**src/rtl/fifo_arb_pkg.sv**
```systemverilog
`default_nettype none
// ============================================================================
// Module   : fifo_arb_pkg
// Brief    : Shared types and helpers for the FIFO write-port arbiter.
// Revision : 1.0 - initial release
// ============================================================================
package fifo_arb_pkg;

    typedef enum logic [0:0] {
        ARB_IDLE = 1'b0,
        ARB_LOCK = 1'b1
    } arb_state_t;

    // Round-robin successor of ptr, wrapping to 0 after nreq-1.
    function automatic int unsigned next_rr(input int unsigned ptr, input int unsigned nreq);
        return ((ptr + 1) >= nreq) ? 0 : ptr + 1;
    endfunction

endpackage
`default_nettype wire

```
**src/rtl/rr_pick.sv**
```systemverilog
`default_nettype none
// ============================================================================
// Module   : rr_pick
// Brief    : Combinational rotate-priority picker, first set bit from rr_ptr.
// Revision : 1.0 - initial release
// ============================================================================
module rr_pick #(
    parameter int NREQ = 4,
    parameter int IDW  = $clog2(NREQ)
) (
    input  logic [NREQ-1:0] req,
    input  logic [IDW-1:0]  rr_ptr,
    output logic            found,
    output logic [IDW-1:0]  idx
);

    logic [IDW-1:0] w_j;

    // Scan highest offset first so the lowest offset from rr_ptr wins.
    always_comb begin
        found = 1'b0;
        idx   = '0;
        w_j   = '0;
        for (int k = NREQ - 1; k >= 0; k--) begin
            w_j = IDW'((32'(rr_ptr) + 32'(k)) % 32'(NREQ));
            if (req[w_j]) begin
                found = 1'b1;
                idx   = w_j;
            end
        end
    end

endmodule
`default_nettype wire

```
**src/rtl/fifo_wr_arbiter.sv**
```systemverilog
`default_nettype none
// ============================================================================
// Module   : fifo_wr_arbiter
// Brief    : Burst-locked round-robin arbiter sharing one FIFO write port.
// Revision : 1.0 - initial release
// ============================================================================
module fifo_wr_arbiter
    import fifo_arb_pkg::*;
#(
    parameter int DATASIZE  = 8,
    parameter int NREQ      = 4,
    parameter int MAX_BURST = 4
) (
    input  logic                     wclk,
    input  logic                     wrst_n,
    input  logic [NREQ-1:0]          req_valid,
    input  logic [NREQ*DATASIZE-1:0] req_data,
    input  logic [NREQ-1:0]          req_last,
    output logic [NREQ-1:0]          req_ready,
    input  logic                     wfull,
    output logic                     winc,
    output logic [DATASIZE-1:0]      wdata,
    output logic [$clog2(NREQ)-1:0]  grant_id,
    output logic                     busy
);

    localparam int c_IDW = $clog2(NREQ);
    localparam int c_BCW = $clog2(MAX_BURST + 1);

    arb_state_t          r_state;
    arb_state_t          w_next_state;
    logic [c_IDW-1:0]    r_owner;
    logic [c_IDW-1:0]    r_rr_ptr;
    logic [c_BCW-1:0]    r_beat_cnt;
    logic                w_found;
    logic [c_IDW-1:0]    w_pick;
    logic [DATASIZE-1:0] w_lane;
    logic                w_beat;
    logic                w_end;

    rr_pick #(
        .NREQ (NREQ),
        .IDW  (c_IDW)
    ) u_pick (
        .req    (req_valid),
        .rr_ptr (r_rr_ptr),
        .found  (w_found),
        .idx    (w_pick)
    );

    always_comb begin
        w_lane = '0;
        for (int i = 0; i < NREQ; i++) begin
            if (r_owner == c_IDW'(i)) begin
                w_lane = req_data[i*DATASIZE +: DATASIZE];
            end
        end
    end

    assign w_beat = (r_state == ARB_LOCK) && req_valid[r_owner] && !wfull;
    assign w_end  = w_beat && (req_last[r_owner] || (r_beat_cnt == c_BCW'(MAX_BURST - 1)));

    always_ff @(posedge wclk or negedge wrst_n) begin
        if (!wrst_n) begin
            r_state <= ARB_IDLE;
        end else begin
            r_state <= w_next_state;
        end
    end

    always_comb begin
        w_next_state = r_state;
        case (r_state)
            ARB_IDLE: if (w_found) w_next_state = ARB_LOCK;
            ARB_LOCK: if (w_end)   w_next_state = ARB_IDLE;
            default:               w_next_state = ARB_IDLE;
        endcase
    end

    always_comb begin
        req_ready = '0;
        winc      = 1'b0;
        wdata     = '0;
        busy      = 1'b0;
        if (r_state == ARB_LOCK) begin
            req_ready[r_owner] = !wfull;
            winc               = w_beat;
            wdata              = w_lane;
            busy               = 1'b1;
        end
    end

    // Owner and pointer only move at grant and at end of burst.
    always_ff @(posedge wclk or negedge wrst_n) begin
        if (!wrst_n) begin
            r_owner    <= '0;
            r_rr_ptr   <= '0;
            r_beat_cnt <= '0;
        end else begin
            if (r_state == ARB_IDLE) begin
                if (w_found) begin
                    r_owner    <= w_pick;
                    r_beat_cnt <= '0;
                end
            end else if (w_beat) begin
                r_beat_cnt <= r_beat_cnt + c_BCW'(1);
                if (w_end) begin
                    r_rr_ptr <= c_IDW'(next_rr(32'(r_owner), 32'(NREQ)));
                end
            end
        end
    end

    assign grant_id = r_owner;

endmodule
`default_nettype wire

```
**config.mk**
```make
export PLATFORM = sky130hd
export DESIGN_NAME = fifo_wr_arbiter
export DESIGN_NICKNAME = d
export VERILOG_FILES = /design/src/rtl/fifo_arb_pkg.sv /design/src/rtl/rr_pick.sv /design/src/rtl/fifo_wr_arbiter.sv
export SDC_FILE = /design/constraint.sdc
export NUM_CORES = 1
export LEC_CHECK = 0
export ABC_CLOCK_PERIOD_IN_PS = 5900
export CAP_MARGIN = 0
export CORE_AREA = 2 2 53 55
export DETAILED_ROUTE_END_ITERATION = 10
export DIE_AREA = 0 0 55 57
export PLACE_DENSITY = 0.82
export SLEW_MARGIN = 40
export SYNTH_ARGS = -nofsm -noshare
export SYNTH_HDL_FRONTEND = slang
export SYNTH_SLANG_ARGS = --single-unit
```
**constraint.sdc**
```tcl
create_clock -name wclk -period 5.9 [get_ports wclk]
set_input_delay 1.18 -clock wclk [delete_from_list [all_inputs] [get_ports wclk]]
set_output_delay 1.18 -clock wclk [all_outputs]
set_load 0.02 [all_outputs]
```
==> metrics.cfg, run 1 <==
[cells_and_area]
fillers=241
synthToLayoutAreaGrowth_pct=62.4
final_nets=222
drive_above_1_share_pct=10.5
n_antenna_cell=0

[yosys]
yosys.area.top_type=dfrtp_1
synthTopCellsByArea=dfrtp_1, a22o_1, mux2_2
synth_edf_count=0
synth_fp_nets=167
async_reset_ff_share_pct=100
synth-main-ff-cell=dfrtp_1
ys_seq_area_share_pct=20.8
yosysMostFrequentCell=nand2_1
synthCells=118
yosysTopAreaCellShare_pct=20.8
synthTopCellsByCount=nand2_1, a22o_1, dfrtp_1
synth_area_per_cell_um2=8.14
synthesis.area_um2=961
yosys_warnings=0
ys_ff_latch=8
ys_types=33

[global_route]
grt_pass1_wl_um=4430
grt_pass1_vias=1038
grt_max_degree=18
track_usage_pct=19.0
grt_overflow_total=0
antenna_found_initial=0

[timing]
setup-tns-final_ps=0
slew_viol_final=0
fin_crit_ps=4010
final.period_utilization_pct=68.0
rsz0062_at_grt=no
whs_ps=552
maxSlewHeadroom_pct=60.2
tightestPinTransition_ps=596
hold_viol=0
fmax_mhz=249
skew_ps=7.77
setup_viol=0

[cts]
clk_latency_ps=270
cts_sinks=8
cts_buffer_depth=2
cts_tree=built
ctsResizeCount=0
cts_max_level=1
cts_setup_buffers=0
numCtsBuffers=3
clk_pin_slew_ps=60
clockRootBuffer=clkbuf_4
postCtsHoldBufs=0

[setup_path]
cp.required_ps=4720
criticalPathCategory=in2out
cp.arrival_ps=2830
critPathLaunchType=input pin
crit_path_top_delay_cell=clkdlybuf4s50_1
path_cells=clkdlybuf4s50_1 > mux2_4 > and2_4 > o21a_1 > clkdlybuf4s50_1
endpoint_kind=output pin
critical_path.max_fanout=5
cpPeakStageDelay_ps=530
cpMostUsedCell=clkdlybuf4s50_1

[min_path]
hold_class=reg2reg

[run_status]
status=completed

[route]
dr.first_iter.drc_count=22
vias=1069
vias_per_cell=5.29
drt_pass1_iterations=4
ant_nets=0
post-route-drc-count=0
routed_wl_um=2930
wire_per_inst_um=14.5

[die]
initial_core_util_pct=36.7
core-area_mm2=0.00262
num_rows=19
dieArea_mm2=0.00314
die_w_um=55
die_h_um=57
ios=59

[job]
drv_cap=0

[power]
power_density_mw_per_mm2=436
ir_drop_mv=0.300
p_leak_nw=0.653

[place]
dp_hpwl_um=2380
place.gp.congestion=0.784
numPortBuffers=58

[sequential cells by signal (all words and copies together) (netlist names)]
register,flops
r_rr_ptr,2
r_state,1
grant_id,2
r_beat_cnt,3
[per-stage QoR]
stage	total power [mW]	cells	utilization, %	setup WS (ps)	instance area [um2]
floorplan	0.452	118	-	2870	961
global placement	0.622	199	58.8	1920	1540
detailed placement	0.639	199	58.8	1900	1540
CTS	0.686	202	59.7	1890	1560
global route	0.731	202	59.7	1810	1560
finish	0.681	202	59.7	1890	1560
[routing by layer]
layer  track usage, %  vias to the layer above  wire length, um
li1                 -                      522                -
met1             19.9                      482             1080
met2             34.4                       60             1380
met3             6.02                        5              434
met4             6.27                        0               42
met5                0                        -                0
[worst max-delay path, delay by kind of cell]
family                 cells  cell delay (ps)
buffers and inverters      2             1000
AOI/OAI and AO/OA          1              180
and+or+nand+nor            1              170
muxes                      1              310
[worst paths after layout]
kind / start / endpoint / slack [ps] / cells past startpoint
worst max-delay path: req_valid[2] / winc / 1890 / 5
worst min-delay path: r_beat_cnt[1]$_DFFE_PN0P_ / r_beat_cnt[1]$_DFFE_PN0P_ / 550 / 2
worst max register to register: grant_id[0]$_DFFE_PN0P_ / r_rr_ptr[0]$_DFFE_PN0P_ / 4060 / 4
worst min register to register: r_beat_cnt[1]$_DFFE_PN0P_ / r_beat_cnt[1]$_DFFE_PN0P_ / 550 / 2
max in group asynchronous: wrst_n / r_rr_ptr[0]$_DFFE_PN0P_ / 4430 / 1
min in group asynchronous: wrst_n / r_beat_cnt[1]$_DFFE_PN0P_ / 1190 / 1
[power breakdown]
group	switching, mW	internal (mW)	total [mW]
Clock	0.0206	0.0234	0.0440
Combinational	0.242	0.274	0.516
Sequential	0.0425	0.0778	0.120
[final cells by class]
type | instances | area [um2] | area share, %
timing repair buffer | 58 | 581 | 37.2
tap | 31 | 38.8 | 2.49
multi-input combinational | 97 | 699 | 44.8
inverter | 5 | 18.8 | 1.20
clock buffer | 3 | 22.5 | 1.44
sequential | 8 | 200 | 12.8
[cells by family (layout without fill, tap and decap cells)]
group | Yosys count | count (layout) | synth area share, %
AOI/OAI and AO/OA | 31 | 31 | 23.6
DFF | 8 | 8 | 20.8
and+or+nand+nor | 44 | 44 | 21.9
buffers and inverters | 13 | 66 | 6.38
muxes | 15 | 15 | 18.6
xor gates and xnor gates | 1 | 1 | 0.912
adders and majority gates | 6 | 6 | 7.81
[placed cells by master, fill, tap and decap left out]
| master | synthesis | routed |
|---|---|---|
| clkdlybuf4s50_1 | 0 | 58 |
| nand2_1 | 21 | 21 |
| a22o_1 | 9 | 9 |
| dfrtp_1 | 8 | 8 |
| mux2_2 | 7 | 7 |
| nor2b_1 | 6 | 6 |
| o21ai_1 | 6 | 6 |
| ha_1 | 6 | 6 |
| nor2_1 | 5 | 5 |
| inv_1 | 5 | 5 |
| o21ai_0 | 5 | 5 |
| and2_1 | 5 | 5 |
| mux2_4 | 4 | 4 |
| mux2i_1 | 4 | 4 |
| clkbuf_4 | 0 | 3 |
| o211ai_1 | 2 | 2 |
| nand3_1 | 2 | 2 |
| a21oi_1 | 2 | 2 |
| and2_4 | 1 | 1 |
| o21a_1 | 1 | 1 |
| nand2b_1 | 1 | 1 |
| nor4_1 | 1 | 1 |
| or3_1 | 1 | 1 |
| o2111ai_2 | 1 | 1 |
| or2_2 | 1 | 1 |
| a2bb2oi_2 | 1 | 1 |
| a21boi_0 | 1 | 1 |
| o22ai_1 | 1 | 1 |
| o41ai_1 | 1 | 1 |
| xnor2_1 | 1 | 1 |
| o31ai_1 | 1 | 1 |
No activity file was read; power rests on OpenSTA's default activity.
==> run 2: changes to the inputs <==
--- a/config.mk
+++ b/config.mk
@@ -5,12 +5,12 @@
 export SDC_FILE = /design/constraint.sdc
 export NUM_CORES = 1
 export LEC_CHECK = 0
-export ABC_CLOCK_PERIOD_IN_PS = 5900
+export ABC_CLOCK_PERIOD_IN_PS = 4200
 export CAP_MARGIN = 0
-export CORE_AREA = 2 2 53 55
+export CORE_AREA = 2 2 54 56
 export DETAILED_ROUTE_END_ITERATION = 10
-export DIE_AREA = 0 0 55 57
-export PLACE_DENSITY = 0.82
+export DIE_AREA = 0 0 56 58
+export PLACE_DENSITY = 0.79
 export SLEW_MARGIN = 40
 export SYNTH_ARGS = -nofsm -noshare
 export SYNTH_HDL_FRONTEND = slang
==> constraint.sdc (replaced) <==
create_clock -name wclk -period 4.2 [get_ports wclk]
set_input_delay 0.84 -clock wclk [delete_from_list [all_inputs] [get_ports wclk]]
set_output_delay 0.84 -clock wclk [all_outputs]
set_load 0.02 [all_outputs]
==> metrics.cfg, run 2 (synthesis results as in run 1) <==
[place]
place_ws_ps=853
dp_hpwl_um=2370
numPortBuffers=58
place.gp.congestion=0.825

[timing]
rsz0062_at_grt=no
slew_viol_final=0
final.period_utilization_pct=83.6
fmax_mhz=285
whs_ps=513
fin_crit_ps=3510
setup-tns-final_ps=0
hold_viol=0
worst_slack_ps=690
tightestPinTransition_ps=561
setup_viol=0
skew_ps=8.14
maxSlewHeadroom_pct=62.2

[cells_and_area]
synthToLayoutAreaGrowth_pct=62.4
n_antenna_cell=0
final_common_cell=clkdlybuf4s50_1
top_register=r_beat_cnt
largest_reg_flops=3
final_util_pct=58.6
layout_common_cells=clkdlybuf4s50_1, nand2_1, a22o_1
drive_above_1_share_pct=10.5
final_nets=222
fillers=267

[route]
drt_pass1_iterations=4
ant_nets=0
dr.first_iter.drc_count=58
vias=1075
routed_wl_um=2920
vias_per_cell=5.32
post-route-drc-count=0
wire_per_inst_um=14.4

[global_route]
grt_pass1_wl_um=4780
antenna_found_initial=0
track_usage_pct=18.6
grt_overflow_total=0
grt_max_degree=18
grt_pass1_vias=1086

[power]
p_leak_nw=0.653
power_density_mw_per_mm2=607
ir_drop_mv=0.388

[cts]
cts_max_level=1
cts_buffer_depth=2
clk_pin_slew_ps=60
postCtsHoldBufs=0
cts_setup_buffers=0
cts_tree=built
cts_sinks=8
ctsResizeCount=0
clk_latency_ps=260
numCtsBuffers=3
clockRootBuffer=clkbuf_4

[die]
ios=59
num_rows=19
dieArea_mm2=0.00325
core-area_mm2=0.00266
die_h_um=58
die_w_um=56
initial_core_util_pct=36.1

[min_path]
hold_class=reg2reg

[setup_path]
criticalPathCategory=reg2out
critPathTopFamily=flip-flops
critPathBufInv=1
crit_path_top_delay_cell=dfrtp_1
cp.arrival_ps=2670
path_cells=ha_1 > o21ai_0 > mux2_2 > a22o_1 > clkdlybuf4s50_1
critical_path.max_fanout=17
cpPeakStageDelay_ps=600
endpoint_kind=output pin
critPathLaunchType=register
cp.required_ps=3360

[run_status]
status=completed

[job]
drv_cap=0

==> run 2: cell counts in the layout (fill, tap and decap cells not counted) <==
No cell type changed its count.
==> run 2: layout make-up <==
type | instances | area (um2) | share of cell area [%]
Clock buffer | 3 | 22.5 | 1.44
Inverter | 5 | 18.8 | 1.20
Tap cell | 31 | 38.8 | 2.49
Multi-Input combinational cell | 97 | 699 | 44.8
Timing Repair Buffer | 58 | 581 | 37.2
Sequential cell | 8 | 200 | 12.8
==> run 2: where the power goes <==
part / switching, mW / leakage, nW / internal (mW) / total, mW
Sequential: 0.0597 / 0.0970 / 0.109 / 0.169
Combinational: 0.336 / 0.542 / 0.384 / 0.719
Clock: 0.0262 / 0.0138 / 0.0327 / 0.0589
==> run 2: through the flow <==
stage | power [mW] | instance area (um2) | instances
2_1_floorplan | 0.635 | 961 | 118
3_3_place_gp | 0.871 | 1540 | 199
3_5_place_dp | 0.894 | 1540 | 199
4_1_cts | 0.954 | 1560 | 202
5_1_grt | 1.02 | 1560 | 202
6_report | 0.947 | 1560 | 202
==> run 2: path summary, 6_finish.rpt <==
kind / from / endpoint / slack (ps) / cells past startpoint
worst max-delay path: grant_id[0]$_DFFE_PN0P_ / wdata[1] / 690 / 5
worst min-delay path: r_beat_cnt[2]$_DFFE_PN0P_ / r_beat_cnt[2]$_DFFE_PN0P_ / 510 / 1
worst max register to register: grant_id[0]$_DFFE_PN0P_ / r_rr_ptr[0]$_DFFE_PN0P_ / 2340 / 4
worst min register to register: r_beat_cnt[2]$_DFFE_PN0P_ / r_beat_cnt[2]$_DFFE_PN0P_ / 510 / 1
max in group asynchronous: wrst_n / grant_id[0]$_DFFE_PN0P_ / 3090 / 1
min in group asynchronous: wrst_n / r_beat_cnt[2]$_DFFE_PN0P_ / 850 / 1
==> run 2: layer usage <==
layer,wire length [um],track usage [%]
met1,1200,21.7
met2,1350,34.3
met3,336,4.46
met4,34,5.10
met5,0,0
